### src/rtl/alu_arbiter.sv
// alu_arbiter: two-requester round-robin front end for a shared
// combinational ALU, with one registered response channel.
module alu_arbiter #(
    parameter int WIDTH = 4,
    parameter int OPW   = 4,
    parameter int CONDW = 4
) (
    input  logic             clk,
    input  logic             rst_n,
    input  logic             req0_valid,
    input  logic [WIDTH-1:0] req0_a,
    input  logic [WIDTH-1:0] req0_b,
    input  logic [OPW-1:0]   req0_op,
    output logic             req0_ready,
    input  logic             req1_valid,
    input  logic [WIDTH-1:0] req1_a,
    input  logic [WIDTH-1:0] req1_b,
    input  logic [OPW-1:0]   req1_op,
    output logic             req1_ready,
    output logic [WIDTH-1:0] alu_a,
    output logic [WIDTH-1:0] alu_b,
    output logic [OPW-1:0]   alu_op,
    input  logic [WIDTH-1:0] alu_c,
    input  logic [CONDW-1:0] alu_cond,
    output logic             rsp_valid,
    input  logic             rsp_ready,
    output logic             rsp_id,
    output logic [WIDTH-1:0] rsp_c,
    output logic [CONDW-1:0] rsp_cond,
    output logic             busy,
    output logic [7:0]       op_count
);

    typedef enum logic [1:0] {
        IDLE = 2'd0,
        EXEC = 2'd1,
        RESP = 2'd2
    } state_t;

    state_t state;
    state_t state_nx;

    logic gnt_vld;
    logic gnt_id;
    logic last_grant;
    logic id_reg;
    logic accept;
    logic rsp_done;

    // Round-robin pick: on a tie the requester not granted last time wins
    always_comb begin
        gnt_vld = 1'b0;
        gnt_id  = 1'b0;
        case ({req1_valid, req0_valid})
            2'b01: begin
                gnt_vld = 1'b1;
                gnt_id  = 1'b0;
            end
            2'b10: begin
                gnt_vld = 1'b1;
                gnt_id  = 1'b1;
            end
            2'b11: begin
                gnt_vld = 1'b1;
                gnt_id  = ~last_grant;
            end
            default: begin
                gnt_vld = 1'b0;
                gnt_id  = 1'b0;
            end
        endcase
    end

    // Next-state and handshake outputs; ready is held low while in reset
    always_comb begin
        state_nx   = state;
        req0_ready = 1'b0;
        req1_ready = 1'b0;
        rsp_valid  = 1'b0;
        busy       = 1'b0;
        accept     = 1'b0;
        rsp_done   = 1'b0;
        unique case (state)
            IDLE: begin
                req0_ready = rst_n && gnt_vld && !gnt_id;
                req1_ready = rst_n && gnt_vld && gnt_id;
                accept     = rst_n && gnt_vld;
                if (accept) state_nx = EXEC;
            end
            EXEC: begin
                busy     = 1'b1;
                state_nx = RESP;
            end
            RESP: begin
                busy      = 1'b1;
                rsp_valid = 1'b1;
                rsp_done  = rsp_ready;
                if (rsp_ready) state_nx = IDLE;
            end
            default: state_nx = IDLE;
        endcase
    end

    // State register
    always_ff @(posedge clk or negedge rst_n) begin
        if (!rst_n) state <= IDLE;
        else        state <= state_nx;
    end

    // Issue the granted command onto the ALU and remember who got it
    always_ff @(posedge clk or negedge rst_n) begin
        if (!rst_n) begin
            alu_a      <= '0;
            alu_b      <= '0;
            alu_op     <= '0;
            id_reg     <= 1'b0;
            last_grant <= 1'b1;
        end else if (accept) begin
            alu_a      <= gnt_id ? req1_a  : req0_a;
            alu_b      <= gnt_id ? req1_b  : req0_b;
            alu_op     <= gnt_id ? req1_op : req0_op;
            id_reg     <= gnt_id;
            last_grant <= gnt_id;
        end
    end

    // Capture the ALU result one cycle after issue
    always_ff @(posedge clk or negedge rst_n) begin
        if (!rst_n) begin
            rsp_c    <= '0;
            rsp_cond <= '0;
            rsp_id   <= 1'b0;
        end else if (state == EXEC) begin
            rsp_c    <= alu_c;
            rsp_cond <= alu_cond;
            rsp_id   <= id_reg;
        end
    end

    // Count completed responses, wrapping at 256
    always_ff @(posedge clk or negedge rst_n) begin
        if (!rst_n)        op_count <= '0;
        else if (rsp_done) op_count <= op_count + 8'd1;
    end

endmodule
### config.mk
export PLATFORM = sky130hd
export DESIGN_NAME = alu_arbiter
export DESIGN_NICKNAME = d
export VERILOG_FILES = /design/src/rtl/alu_arbiter.sv
export SDC_FILE = /design/constraint.sdc
export NUM_CORES = 1
export LEC_CHECK = 0
export CAP_MARGIN = 20
export CORE_MARGIN = 2
export CORE_UTILIZATION = 42
export CTS_BUF_LIST = sky130_fd_sc_hd__clkbuf_8
export CTS_CLUSTER_SIZE = 40
export DETAILED_ROUTE_END_ITERATION = 12
export PLACE_DENSITY_LB_ADDON = 0.1
export SLEW_MARGIN = 20
export SYNTH_ARGS = -nofsm -noshare
export SYNTH_HDL_FRONTEND = slang
export SYNTH_SLANG_ARGS = --single-unit
### constraint.sdc
create_clock -name clk -period 1.88 [get_ports clk]
set_input_delay 0.188 -clock clk [delete_from_list [all_inputs] [get_ports clk]]
set_output_delay 0.188 -clock clk [all_outputs]
set_load 0.05 [all_outputs]
# Word level (Yosys, flattened, before mapping)
# Index checks and enable logic that the tools add are counted.
# op_classes
mux	14
n_div	0
n_shift	0
reduce_logical	8
magnitude_cmp	0
n_eq_ne	7
bitwise_logic	1
add_sub_neg	1
n_mul	0
# op_table
operator	n
2-to-1 mux 4 bit	3
adder 8 x 1 -> 8 bit (second input constant)	1
2-to-1 mux 1 bit	7
equality test 2 bit (second input constant)	3
one-hot mux 2 bit (3 select lines)	1
equality test 2 x 1 -> 1 bit (second input constant)	2
2-to-1 mux 2 bit	2
inequality test 2 bit (second input constant)	2
logical AND 1 bit	3
OR reduction 3 bit	1
logical NOT 2 bit	1
one-hot mux 1 bit (2 select lines)	1
AND reduction 2 bit	1
OR reduction 2 bit	1
logical NOT 1 bit	1
NOT 1 bit	1
# word_totals
out_inout_bits	33
latchBits	0
register_bits	33
ram_bits	0
mem_count	0
rom_bits	0

# Logic depth before layout (Yosys ltp)
# logic_depth
depth_word	6
ltp_mapped	6

# Worst setup path after synthesis
# No wires, ideal clock.
# synth_timing
kind	register to register
start	register state[0]
end	register op_count[7]
period_less_slack_ns	1.767
setup_slack_ns	0.113
setup_ns	0.082
stages_incl_launch_ff	6
required_ns	1.798
t_arrival_ns	1.685
path_cell_list	dfrtp_1 inv_1 ha_1 nand3_1 nor4_1 xor2_1
# synth_between
elab_chain_len	2
# synth_lines
item	line	text
start, declared	40	state_t state;
start signal, assigned	107	else state <= state_nx;
equality test 2 bit	83	unique case (state)
2-to-1 mux 1 bit	83	
end signal, assigned	143	else if (rsp_done) op_count <= op_count + 8'd1;
end, declared	31	output logic [7:0] op_count
# No other way between the ends.
# A chain may end at the register's enable or synchronous reset.

# Worst setup path after layout
# layout_timing
start	register state[1]
end	output port req1_ready
# layout_between
elab_chain_len	2
# layout_lines
item	line	text
logical NOT 2 bit	83	
2-to-1 mux 1 bit	83	
end, declared	19	output logic req1_ready,
# No other way between the ends.

==> impl_metrics.json <==
{
  "status": "completed",
  "grt_setup_unrepaired": "false",
  "tightest_slew_ns": 0.543,
  "antenna_found_initial": 0,
  "io_buffers": 69,
  "rows": 21,
  "die_area_um2": 3970,
  "die_height_um": 63.0,
  "gr-usage-all-layers_pct": 18.6,
  "dp_hpwl_um": 2580,
  "coreArea_um2": 3340,
  "start_util_pct": 43.8,
  "p_leak_nw": 1.03,
  "drive_above_1_share_pct": 20.4,
  "syn_area_per_cell_um2": 12.8,
  "largest_register": "op_count",
  "clk_latency_ns": 0.28,
  "cap_viol_max_count": 0,
  "drt_wl_total_um": 3480,
  "crit_type": "register to primary output",
  "yosysTopAreaCellShare_pct": 54.7,
  "htreeDepth": 2,
  "pre_cts_slack_ns": 0.170,
  "clock_sinks": 33,
  "seq_area_frac_synth_pct": 56.5,
  "end_kind": "primary output",
  "cts_hold_buf": 0,
  "synthCells": 114,
  "clkSlewWorstSetupHoldPaths_ns": 0.07,
  "reg2reg_depth": 5,
  "maxSlewViolCount": 0,
  "slowest_delay_ns": 0.40,
  "vias_per_cell": 4.99,
  "n_antenna_cell": 0,
  "syn_area_um2": 1460,
  "cts_tree": "done",
  "nNetsFinal": 237,
  "worstPathArrival_ns": 1.57,
  "skew_ns": 0.00493,
  "largest_reg_flops": 8,
  "place.gp.congestion": 0.733,
  "cts_buffer_depth": 2,
  "grt_pass1_wl_um": 5520,
  "ys_warn_count": 0,
  "drtIter0Drc": 49,
  "fillers": 261,
  "wl_per_cell_um": 14.4,
  "areaGrowthSynthToFinish_pct": 61.2,
  "power_density_nw_per_um2": 1810,
  "ant_nets": 0,
  "ios": 70,
  "cts_buffers": 5,
  "grt_pass1_vias": 1153,
  "setup_tns_ns": 0,
  "ir_drop_mv": 0.908,
  "cts-root-buf": "clkbuf_8",
  "synth-seq-cells": 33,
  "path_cells": "inv_1 > ha_2 > nand3_1 > a21oi_2 > buf_6 > buf_12",
  "drc_errors": 0,
  "grt_overflow": 0,
  "fin_crit_sh_pct": 93.6,
  "finalCriticalPeriod_ns": 1.76,
  "hold_class": "input port to asynchronous set/reset pin",
  "syn_nets": 156,
  "yosysTopAreaCell": "dfrtp_1",
  "placed_cells": 228,
  "cp.required_ns": 1.69,
  "fmax_ghz": 0.568,
  "start_kind": "register",
  "grt_max_degree": 34,
  "yosysUniqueCellTypes": 25,
  "via_count": 1207,
  "setup_viol": 0,
  "critPathSlowestCell": "dfrtp_1",
  "die_w_um": 63.0,
  "firstDrtPassIters": 4,
  "worst_slack_ns": 0.120,
  "final_hold_viol_count": 0,
  "finalNonFillerCells": 242,
  "critPathMaxFanout": 7,
  "ys_top_cells_by_area": "dfrtp_1 (55%), mux2_2 (8.5%), a221o_1 (8.2%), ha_1 (4.3%), and2_0 (3.4%)",
  "slew_headroom_pct": 63.7,
  "power_mw": 4.28
}
## cells in the mapped netlist
| cell | n |
|---|---|
| a21oi_1 | 3 |
| a21oi_2 | 2 |
| a221o_1 | 12 |
| and2_0 | 8 |
| and2_2 | 4 |
| buf_2 | 1 |
| buf_4 | 2 |
| buf_6 | 1 |
| dfrtp_1 | 32 |
| dfstp_2 | 1 |
| ha_1 | 5 |
| inv_1 | 6 |
| mux2_2 | 11 |
| nand2_1 | 3 |
| nand3_1 | 5 |
| nand4_1 | 1 |
| nor2_1 | 3 |
| nor2b_1 | 1 |
| nor3_1 | 1 |
| nor4_1 | 1 |
| o211ai_2 | 1 |
| o21a_1 | 1 |
| o21ai_0 | 2 |
| xnor2_1 | 4 |
| xor2_1 | 3 |
## critical path: cells and delay by family (launching register included)
| kind | cells | cell delay, ns |
|---|---|---|
| flip-flops | 1 | 0.40 |
| buffers and inverters | 3 | 0.40 |
| adder cells (fa/ha/maj) | 1 | 0.24 |
| AO/OA/AOI/OAI | 1 | 0.14 |
| AND/OR/NAND/NOR | 1 | 0.10 |
## power by group
group / leakage [nW] / total, mW / switching, mW / internal (mW)
clock network: 0.0538 / 0.532 / 0.245 / 0.287
logic: 0.579 / 2.53 / 1.54 / 0.993
registers: 0.397 / 1.21 / 0.186 / 1.03
total: 1.03 / 4.28 / 1.97 / 2.31
## cell type report
type / count / area, µm² / area share (%)
Clock buffer: 6 / 82.6 / 3.50
Clock inverter: 2 / 7.51 / 0.318
Inverter: 6 / 22.5 / 0.955
Multi-Input combinational cell: 71 / 584 / 24.8
Sequential cell: 33 / 827 / 35.1
Tap cell: 46 / 57.6 / 2.44
Timing Repair Buffer: 78 / 776 / 32.9
## final timing paths
check | endpoint | slack (ns) | start
max | req1_ready | 0.12 | state[1]
min | state[1] | 0.03 | rst_n
max reg2reg | alu_op[1] | 0.19 | state[1]
min reg2reg | op_count[7] | 0.47 | op_count[7]
max in group asynchronous | last_grant | 1.51 | rst_n
min in group clk | last_grant | 0.38 | rst_n
## stage by stage
step | hold slack (ns) | utilization [%] | instance area, µm²
after detailed placement | 0.333 | 66.3 | 2210
after global routing | 0.0421 | 70.6 | 2360
after global placement | 0.332 | 66.3 | 2210
final | 0.0281 | 70.6 | 2360
after CTS | 0.0230 | 69.1 | 2300
after floorplan | -0.108 | - | 1460
## cells in the final DEF, fill, tap and decap left out
cell type	instances
ha_1	4
and2_0	8
clkdlybuf4s50_1	64
a21oi_1	3
dfstp_2	1
ha_2	1
clkbuf_8	6
buf_4	9
nor2_1	3
nand2_1	3
o211ai_2	1
xor2_1	3
nand3_1	5
a221o_1	12
nor4_1	1
nor2b_1	1
a21oi_2	2
nor3_1	1
buf_6	2
buf_2	1
inv_1	8
nand4_1	1
mux2_2	11
o21a_1	1
xnor2_1	4
dfrtp_1	32
buf_12	2
and2_2	4
o21ai_0	2
## timing repair
item                       CTS  global route
resized for setup            1             2
setup endpoints to repair    1             2
buffers inserted             0             6
pin swaps                    0             0
## cells by family after synthesis
logic type               after synthesis  share of synthesized area, %
buffers and inverters                 10                          3.68
AO/OA/AOI/OAI                         21                          12.5
multiplexers                          11                          8.47
adder cells (fa/ha/maj)                5                          4.28
flip-flops                            33                          56.5
AND/OR/NAND/NOR                       27                          10.4
XOR/XNOR                               7                          4.19
## layer usage
| metal | vias up | wire length, µm | GRT usage, % |
|---|---|---|---|
| met5 | - | 0 | 0 |
| met3 | 6 | 200 | 7.39 |
| li1 | 568 | - | - |
| met4 | 0 | 61 | 7.50 |
| met1 | 586 | 1510 | 23.3 |
| met2 | 47 | 1710 | 28.6 |
Power figures use the tool's default switching activity.
